## src/rtl/tiny32_io_arbiter.sv

```systemverilog
// tiny32_io_arbiter
//   Two-master / one-slave arbiter for the tiny32 I/O bus. Master 0 is the
//   CPU, master 1 a DMA/debug engine. Round-robin: one IDLE arbitration cycle
//   precedes every grant, and the master that did not finish last wins a tie.
//
// Optional build macro: TINY32_IO_ARB_TIMEOUT_EN
//   Adds a slave-wait watchdog. After TIMEOUT_CYCLES un-ready grant cycles the
//   arbiter spends one TOUT cycle completing the transfer itself with read data
//   32'hFFFF_FFFF and a one-cycle bus_error pulse.
//
// Ports
//   clk, nreset          clock, asynchronous active-low reset
//   mN_io_req/nwr        master N request and direction (0 = write, 1 = read)
//   mN_io_address        master N address (ADDR_BITS)
//   mN_io_data_out       master N write data
//   mN_io_data_in        master N read data (holds when not owner)
//   mN_io_ready          master N completion strobe
//   s_io_*               slave side; a combinational copy of the owner's bus
//   grant                one-hot current owner, 00 when idle
//   bus_error            one-cycle pulse on a watchdog completion
module tiny32_io_arbiter #(
  parameter int ADDR_BITS      = 32,
  parameter int TIMEOUT_CYCLES = 255
) (
  input  logic                 clk,
  input  logic                 nreset,
  input  logic                 m0_io_req,
  input  logic                 m0_io_nwr,
  input  logic [ADDR_BITS-1:0] m0_io_address,
  input  logic [31:0]          m0_io_data_out,
  output logic [31:0]          m0_io_data_in,
  output logic                 m0_io_ready,
  input  logic                 m1_io_req,
  input  logic                 m1_io_nwr,
  input  logic [ADDR_BITS-1:0] m1_io_address,
  input  logic [31:0]          m1_io_data_out,
  output logic [31:0]          m1_io_data_in,
  output logic                 m1_io_ready,
  output logic                 s_io_req,
  output logic                 s_io_nwr,
  output logic [ADDR_BITS-1:0] s_io_address,
  output logic [31:0]          s_io_data_out,
  input  logic [31:0]          s_io_data_in,
  input  logic                 s_io_ready,
  output logic [1:0]           grant,
  output logic                 bus_error
);

  if (TIMEOUT_CYCLES < 2 || TIMEOUT_CYCLES > 65535) begin : g_bad_timeout
    $error("tiny32_io_arbiter: TIMEOUT_CYCLES must be 2..65535");
  end

  typedef enum logic [1:0] {
    IDLE = 2'd0,
    GNT0 = 2'd1,
    GNT1 = 2'd2
`ifdef TINY32_IO_ARB_TIMEOUT_EN
    , TOUT = 2'd3
`endif
  } state_t;

  state_t      state, state_nxt;
  logic        last, last_nxt;     // master that completed most recently
  logic [31:0] m0_hold, m1_hold;   // read data shown while not the owner

`ifdef TINY32_IO_ARB_TIMEOUT_EN
  localparam logic [15:0] TMO_LIMIT = 16'(TIMEOUT_CYCLES - 1);
  logic [15:0] tmo_cnt;
  logic        tout_own;           // owner of the grant that timed out
  logic        tmo_hit;
  assign tmo_hit = (tmo_cnt == TMO_LIMIT);
`endif

  always_ff @(posedge clk or negedge nreset) begin
    if (!nreset) begin
      state   <= IDLE;
      last    <= 1'b1;
      m0_hold <= '0;
      m1_hold <= '0;
    end else begin
      state   <= state_nxt;
      last    <= last_nxt;
      m0_hold <= m0_io_data_in;
      m1_hold <= m1_io_data_in;
    end
  end

`ifdef TINY32_IO_ARB_TIMEOUT_EN
  // IDLE always precedes a grant, so clearing there is clearing on entry.
  always_ff @(posedge clk or negedge nreset) begin
    if (!nreset) begin
      tmo_cnt  <= '0;
      tout_own <= 1'b0;
    end else begin
      if (state == IDLE)
        tmo_cnt <= '0;
      else if ((state == GNT0 || state == GNT1) && !s_io_ready)
        tmo_cnt <= tmo_cnt + 16'd1;
      if (state == GNT0)
        tout_own <= 1'b0;
      else if (state == GNT1)
        tout_own <= 1'b1;
    end
  end
`endif

  always_comb begin
    state_nxt     = state;
    last_nxt      = last;
    grant         = 2'b00;
    s_io_req      = 1'b0;
    s_io_nwr      = 1'b0;
    s_io_address  = '0;
    s_io_data_out = '0;
    m0_io_ready   = 1'b0;
    m1_io_ready   = 1'b0;
    m0_io_data_in = m0_hold;
    m1_io_data_in = m1_hold;
    bus_error     = 1'b0;
    case (state)
      IDLE: begin
        if (m0_io_req && m1_io_req) state_nxt = last ? GNT0 : GNT1;
        else if (m0_io_req)         state_nxt = GNT0;
        else if (m1_io_req)         state_nxt = GNT1;
      end
      GNT0: begin
        grant         = 2'b01;
        s_io_req      = m0_io_req;
        s_io_nwr      = m0_io_nwr;
        s_io_address  = m0_io_address;
        s_io_data_out = m0_io_data_out;
        // gate with req so an aborting master never sees a stray ready
        m0_io_ready   = s_io_ready & m0_io_req;
        m0_io_data_in = s_io_data_in;
        if (!m0_io_req) state_nxt = IDLE;
        else if (s_io_ready) begin
          state_nxt = IDLE;
          last_nxt  = 1'b0;
        end
`ifdef TINY32_IO_ARB_TIMEOUT_EN
        else if (tmo_hit) state_nxt = TOUT;
`endif
      end
      GNT1: begin
        grant         = 2'b10;
        s_io_req      = m1_io_req;
        s_io_nwr      = m1_io_nwr;
        s_io_address  = m1_io_address;
        s_io_data_out = m1_io_data_out;
        m1_io_ready   = s_io_ready & m1_io_req;
        m1_io_data_in = s_io_data_in;
        if (!m1_io_req) state_nxt = IDLE;
        else if (s_io_ready) begin
          state_nxt = IDLE;
          last_nxt  = 1'b1;
        end
`ifdef TINY32_IO_ARB_TIMEOUT_EN
        else if (tmo_hit) state_nxt = TOUT;
`endif
      end
`ifdef TINY32_IO_ARB_TIMEOUT_EN
      TOUT: begin
        grant     = tout_own ? 2'b10 : 2'b01;
        bus_error = 1'b1;
        last_nxt  = tout_own;
        state_nxt = IDLE;
        if (tout_own) begin
          m1_io_ready   = 1'b1;
          m1_io_data_in = 32'hFFFF_FFFF;
        end else begin
          m0_io_ready   = 1'b1;
          m0_io_data_in = 32'hFFFF_FFFF;
        end
      end
`endif
      default: state_nxt = IDLE;
    endcase
  end

endmodule

```

## config.mk

```make
export PLATFORM = sky130hd
export DESIGN_NAME = tiny32_io_arbiter
export DESIGN_NICKNAME = d
export VERILOG_FILES = /design/src/rtl/tiny32_io_arbiter.sv
export SDC_FILE = /design/constraint.sdc
export NUM_CORES = 1
export LEC_CHECK = 0
export BUFFER_PORTS_ARGS = -buffer_cell sky130_fd_sc_hd__buf_4
export CAP_MARGIN = 20
export CORE_AREA = 2 2 119 121
export CTS_CLUSTER_DIAMETER = 200
export CTS_CLUSTER_SIZE = 28
export DETAILED_ROUTE_END_ITERATION = 8
export DIE_AREA = 0 0 121 123
export HOLD_SLACK_MARGIN = 0.05
export PLACE_DENSITY_LB_ADDON = 0.05
export SKIP_LAST_GASP = 1
export SLEW_MARGIN = 20
export SYNTH_ARGS = -nofsm -noshare
export SYNTH_HDL_FRONTEND = slang
export SYNTH_SLANG_ARGS = --single-unit
export TNS_END_PERCENT = 10
```

## constraint.sdc

```tcl
create_clock -name clk -period 1.9 [get_ports clk]
set_input_delay 0.38 -clock clk [delete_from_list [all_inputs] [get_ports clk]]
set_output_delay 0.38 -clock clk [all_outputs]
set_load 0.1 [all_outputs]
```

[Word level (Yosys, flattened, before mapping)]
Cells that the tools add are included.
Storage, ports and cells
  logic and storage cells: 39
  flip-flop bits (word level): 67
  bits of input ports: 167
Cells by class
  bitwise operators: 2
  equal/unequal tests: 7
  reductions and logical operators: 4
  muxes and demuxes: 22
Operator list (count)
  one-hot mux 32 bit (2 select lines): 2
  2-to-1 mux 32 bit: 2
  2-to-1 mux 2 bit: 7
  != test 2 bit (second input constant): 4
  2-to-1 mux 1 bit: 6
  one-hot mux 1 bit (2 select lines): 3
  one-hot mux 2 bit (3 select lines): 1
  AND reduction 5 bit: 1
  != test 4 bit (second input constant): 1
  one-hot mux 2 bit (2 select lines): 1
  AND 1 bit: 2
  equality test 2 x 1 -> 1 bit (second input constant): 1
  equality test 2 bit (second input constant): 1
  logical NOT 2 bit: 1
  nonzero test 2 bit: 1
  logical AND 1 bit: 1

[Longest topological paths before layout]
Gate-level depths: netlist (run 1).
  depth after elaboration: 4
  gate-level depth with buffers: 7

[Worst setup path after synthesis (run 1)]
Ideal clock, no wire load.
  kind: flip-flop to output port
  start point: register state[1]
  end point: output port s_io_address[0]
  data arrival time: 3135 ps
  cell stages (with the launch flop): 7
  required time: 1520 ps
  buffers on the path: 2
  slack: -1615 ps
  cells stage by stage: dfrtp_1 > inv_1 > ha_1 > buf_6 > buf_2 > a22oi_1 > nor2b_1
Between the ends
  cells in the longest elaborated chain, start to end: 2
RTL lines
  from (decl): line 62  | state_t state, state_nxt;
  from (signal assigned): line 81  | state <= state_nxt;
  equality test 2 bit / equality test 2 x 1 -> 1 bit (equally long branches): line 120  | case (state)
  one-hot mux 32 bit (2 select lines) (*): line 120
  to (decl): line 41  | output logic [ADDR_BITS-1:0] s_io_address,
Every way passes the cells marked *; elsewhere a longest branch is shown, timed or not.

[Worst setup path in the final report (run 1)]
  start point: register state[1]
  end point: output port m0_io_data_in[31]
Between the ends
  cells in the longest elaborated chain, start to end: 2
RTL lines
  equality test 2 x 1 -> 1 bit: line 120
  2-to-1 mux 32 bit: line 120
  to (decl): line 31  | output logic [31:0] m0_io_data_in,
No other way between the ends.

==> results of run 1 <==
stage by stage:
stage	TNS, ns	cell area, sq um	util	cells
final	-42.06	8280	0.6083	830
after global placement	-3.139	6883	0.5057	788
after floorplan	-26.21	4380	-	323
after global routing	-51.65	8280	0.6083	830
after detailed placement	-5.240	6883	0.5057	788
after CTS	-44.89	7796	0.5728	812
sequential cells by signal (all words and copies together), names as in the netlist:
signal	cells
m1_hold	32
last	1
m0_hold	32
state	2
synth_stat cells (all sizes together):
| master | count |
|---|---|
| nor2 | 4 |
| buf | 24 |
| inv | 4 |
| ha | 5 |
| nor3b | 1 |
| nand2 | 6 |
| mux2 | 64 |
| nor2b | 65 |
| nand2b | 2 |
| a31oi | 1 |
| and2 | 1 |
| nor4b | 1 |
| dfstp | 1 |
| dfrtp | 66 |
| nor3 | 1 |
| a22oi | 65 |
| a32o | 4 |
| clkbuf | 7 |
| conb | 1 |
worst register-to-register path: cells and delay by family (launching register included):
kind,cells,cell delay [ns]
adders and majority gates,1,0.23
and+or+nand+nor,3,0.35
buffers and inverters,3,0.47
DFF,1,0.42
repair_timing:
action,in CTS,in global routing
cloned,4,12
pin swaps,2,1
setup buffers,3,7
gates resized for setup,111,49
setup endpoints to repair,134,134
hold buffers,1,0
hold endpoints to repair,20,0
cells by family (layout without fill, tap and decap cells):
kind of cell / Yosys count / after routing / share of synthesized area
buf+inv: 35 / 362 / 0.05444
mux: 64 / 64 / 0.2102
fa+ha+maj: 5 / 5 / 0.01660
flops: 67 / 67 / 0.4452
simple gates: 81 / 81 / 0.1308
other cells: 1 / 1 / 0.0009951
compound gates: 70 / 70 / 0.1418
layout make-up:
type,instances,area share
timing repair buffer,342,0.4101
clock inverter,6,0.006649
tap,180,0.02720
inverter,4,0.001813
sequential,67,0.2026
clock buffer,10,0.02886
multi-input combinational,221,0.3228
final timing paths:
path                                     end  depth (start not counted)        startpoint  slack (ns)
setup / recovery           m0_io_data_in[31]                          5          state[1]       -0.37
hold / removal                   m0_hold[21]                          2  s_io_data_in[21]        0.31
setup reg to reg                        last                          7          state[1]        0.36
hold reg to reg                  m0_hold[22]                          1       m0_hold[22]        0.49
max in group asynchronous               last                          3            nreset        0.90
min in group asynchronous        m1_hold[10]                          2            nreset        0.49
metal layers:
metal  GRT usage  vias to the layer above  share of wire
met2      0.3610                      178           0.53
met4     0.07994                        0          0.040
li1            -                     1805              -
met5           0                        -              0
met3     0.06550                       40          0.081
met1      0.2137                     1937           0.35
==> results.json, run 1 <==
{
  "violations": "setup timing",
  "mostFrequentLayoutCell": "buf_4",
  "die_w_um": 121,
  "finalWirelength_um": 16920,
  "fmax_mhz": 440.0,
  "cts_buffers": 9,
  "setup_ws_ns": -0.3726,
  "dp_hpwl_um": 11450,
  "fin_worst_skew_ns": 0.003360,
  "cts_tree": "done",
  "drcViolationCount": 0,
  "grt_overflow": 0,
  "yosysSeqAreaShare": 0.4452,
  "final_cell_mix": "buf_4 (229), buf_6 (70), dfrtp_1 (66)",
  "regArea_sq_mm": 0.001678,
  "antenna_found_initial": 0,
  "max_stage_delay_ns": 0.42,
  "crit_slowest_cell": "dfrtp_1",
  "antenna_cells": 0,
  "hold_path.class": "in -> reg",
  "report.final.slew_viol_count": 0,
  "viasPerCell": 4.771,
  "synth_top_area_frac": 0.4382,
  "grt_pass1_vias": 4033,
  "fp.dieH_um": 123,
  "synth_area_leader_cell": "dfrtp_1",
  "cts-root-buf": "clkbuf_16",
  "ys_warn_count": 0,
  "cp-start-kind": "flop",
  "clock_path_buffers": 2,
  "ioPinCount": 302,
  "rsz0062_at_grt": "true",
  "die-area_sq_mm": 0.01488,
  "worstPathArrival_ns": 1.89,
  "worstSkewPairLatency_ns": 0.32,
  "critPathBufInv": 3,
  "nFillCells": 1101,
  "grt_pass1_wl_um": 22670,
  "syn_area_per_cell_sq_um": 11.67,
  "initial_core_util": 0.2769,
  "cts_num_sinks": 67,
  "port_buffers": 300,
  "status": "complete, but fails checks",
  "place_ws_ns": -0.1051,
  "path_max_fanout": 15,
  "fin_crit_sh": 1.196,
  "grt_max_degree": 46,
  "cp.required_ns": 1.52,
  "globalplace.congestion": 0.7781,
  "layout-drive-gt1-share": 0.8169,
  "cp_top_family": "buffers and inverters",
  "synth.area.top_cells": "dfrtp_1 (44%), mux2_2 (13%), a22oi_1 (13%)",
  "hold_ws_ns": 0.3101,
  "setup_violations": 134,
  "wire_per_inst_um": 20.38,
  "synth_cells": 323,
  "num_rows": 43,
  "crit_type": "reg -> out",
  "period_needed_ns": 2.273,
  "path_clk_slew_ns": 0.05,
  "multi_input_area_sq_mm": 0.002673,
  "core_sq_mm": 0.01361,
  "syn-num-nets": 495,
  "cap_violations": 0,
  "path_cells": "inv_2 > ha_4 > buf_12 > mux2_2 > buf_4",
  "syn_area_sq_mm": 0.003769,
  "synth_cell_type_count": 24,
  "ys_ff_latch": 67,
  "hold_violations": 0,
  "grt_usage": 0.1992,
  "detail_route.first_pass.iterations": 4,
  "drtIter0Drc": 140,
  "drt.antenna.violating_nets": 0,
  "syn2layout_area_growth_pct": 119.7,
  "layout.nets": 817,
  "critPathCaptureType": "primary output",
  "vias": 3960,
  "htreeDepth": 3
}
Power of run 1 is left out: the tool's default activity adds up to more than one toggle a clock period on the data nets, which glitch-free logic cannot reach.
==> run 2, diff against run 1 <==
--- a/config.mk
+++ b/config.mk
@@ -7,11 +7,10 @@
 export LEC_CHECK = 0
 export BUFFER_PORTS_ARGS = -buffer_cell sky130_fd_sc_hd__buf_4
 export CAP_MARGIN = 20
-export CORE_AREA = 2 2 119 121
+export CORE_UTILIZATION = 27
 export CTS_CLUSTER_DIAMETER = 200
 export CTS_CLUSTER_SIZE = 28
 export DETAILED_ROUTE_END_ITERATION = 8
-export DIE_AREA = 0 0 121 123
 export HOLD_SLACK_MARGIN = 0.05
 export PLACE_DENSITY_LB_ADDON = 0.05
 export SKIP_LAST_GASP = 1
==> results.json, run 2 (synthesis gave the netlist of run 1 again) <==
{
  "path_clk_slew_ns": 0.06,
  "detail_route.first_pass.iterations": 4,
  "mostFrequentLayoutCell": "buf_4",
  "period_needed_ns": 2.255,
  "grt_pass1_vias": 4169,
  "cp.required_ns": 1.52,
  "grt_pass1_wl_um": 23380,
  "antenna_cells": 0,
  "rsz0062_at_grt": "true",
  "largest_registers": "m0_hold x32, m1_hold x32, state x2",
  "fin_worst_skew_ns": 0.005662,
  "max_stage_delay_ns": 0.40,
  "highest_layer": "met4",
  "syn2layout_area_growth_pct": 135.1,
  "setup_ws_ns": -0.3555,
  "violations": "setup timing",
  "hold_path.class": "in -> reg",
  "die-area_sq_mm": 0.01443,
  "die_w_um": 120.1,
  "final_cell_mix": "buf_4 (215), nor2b_4 (65), dfrtp_1 (65)",
  "wire_per_inst_um": 19.47,
  "num_rows": 42,
  "fp.dieH_um": 120.1,
  "port_buffers": 300,
  "met2_wirelength_um": 8925,
  "worstSkewPairLatency_ns": 0.33,
  "layout-drive-gt1-share": 0.8569,
  "cap_violations": 0,
  "cts_num_sinks": 67,
  "critPathBufInv": 4,
  "ioPinCount": 302,
  "viasPerCell": 4.700,
  "cts_buffers": 9,
  "hold_violations": 0,
  "antenna_found_initial": 0,
  "drcViolationCount": 0,
  "status": "complete, but fails checks",
  "report.final.slew_viol_count": 0,
  "critPathCaptureType": "primary output",
  "fmax_mhz": 443.4,
  "path_max_fanout": 7,
  "clock_path_buffers": 2,
  "cts-root-buf": "clkbuf_16",
  "crit_type": "reg -> out",
  "initial_core_util": 0.2801,
  "crit_slowest_cell": "dfrtp_1",
  "worstPathArrival_ns": 1.88,
  "drtIter0Drc": 135,
  "core_sq_mm": 0.01345,
  "cp_top_family": "buffers and inverters",
  "grt_usage": 0.2132,
  "cts_tree": "done",
  "htreeDepth": 3,
  "grt_max_degree": 40,
  "crit_path_frequent_cell": "buf_4",
  "globalplace.congestion": 0.7796,
  "grt_overflow": 0,
  "setup_violations": 134,
  "fin_crit_sh": 1.187,
  "wl_met3_um": 1192,
  "layout.nets": 825,
  "vias": 3915,
  "tns_ns": -39.19,
  "finalWirelength_um": 16220,
  "path_cells": "buf_4 > ha_4 > buf_4 > buf_4 > a22oi_2 > nor2b_4 > buf_4",
  "dp_hpwl_um": 10780,
  "cp-start-kind": "flop",
  "drt.antenna.violating_nets": 0,
  "wl_met1_um": 5699
}
-- run 2: worst paths after layout --
kind	startpoint	to	slack [ns]	depth (start not counted)
setup / recovery	state[0]	s_io_data_out[23]	-0.36	7
hold / removal	s_io_data_in[25]	m0_hold[25]	0.30	2
setup reg to reg	state[0]	m0_hold[3]	0.30	6
hold reg to reg	m1_hold[1]	m1_hold[1]	0.49	1
max in group asynchronous	nreset	last	0.88	3
min in group asynchronous	nreset	m1_hold[2]	0.43	2
-- run 2: worst reg2reg max path: stages, from the launching register on --
cell     delay, ns
dfrtp_1       0.40
buf_4         0.15
ha_4          0.17
buf_12        0.16
buf_16        0.16
mux2_4        0.33
buf_4         0.14
-- run 2: through the flow --
stage                     std cells  hold WS, ns  utilization  cell area, sq um  worst slack [ns]
after floorplan                 323      0.08441            -              4380           -0.2457
after global placement          794       0.2439       0.5178              6965          -0.09312
after detailed placement        794       0.2421       0.5178              6965           -0.1283
after CTS                       828       0.2952       0.6347              8538           -0.3668
after global routing            833       0.3010       0.6585              8859           -0.4255
final                           833       0.3048       0.6585              8859           -0.3555
-- run 2: routing by layer --
layer | vias to the layer above | track usage
met2 | 165 | 0.4012
li1 | 1821 | -
met3 | 28 | 0.05798
met1 | 1901 | 0.2262
met4 | 0 | 0.07031
met5 | - | 0
-- run 2: timing repair --
| item | 4_1_cts | 5_1_grt |
|---|---|---|
| gates resized for setup | 241 | 61 |
| gates cloned | 5 | 3 |
| buffers inserted | 13 | 4 |
| hold endpoints to repair | 12 | 0 |
| pin swaps | 28 | 9 |
| setup endpoints to repair | 134 | 134 |
| hold buffers | 1 | 0 |
-- run 2: cell type report --
class	instances	area, sq um
clock buffer	13	260.3
clock inverter	2	35.03
fill	1006	4594
inverter	4	15.01
multi-input combinational	221	2804
sequential	67	1679
tap	176	220.2
timing repair buffer	350	3845
Power of run 2 is left out for the same reason.
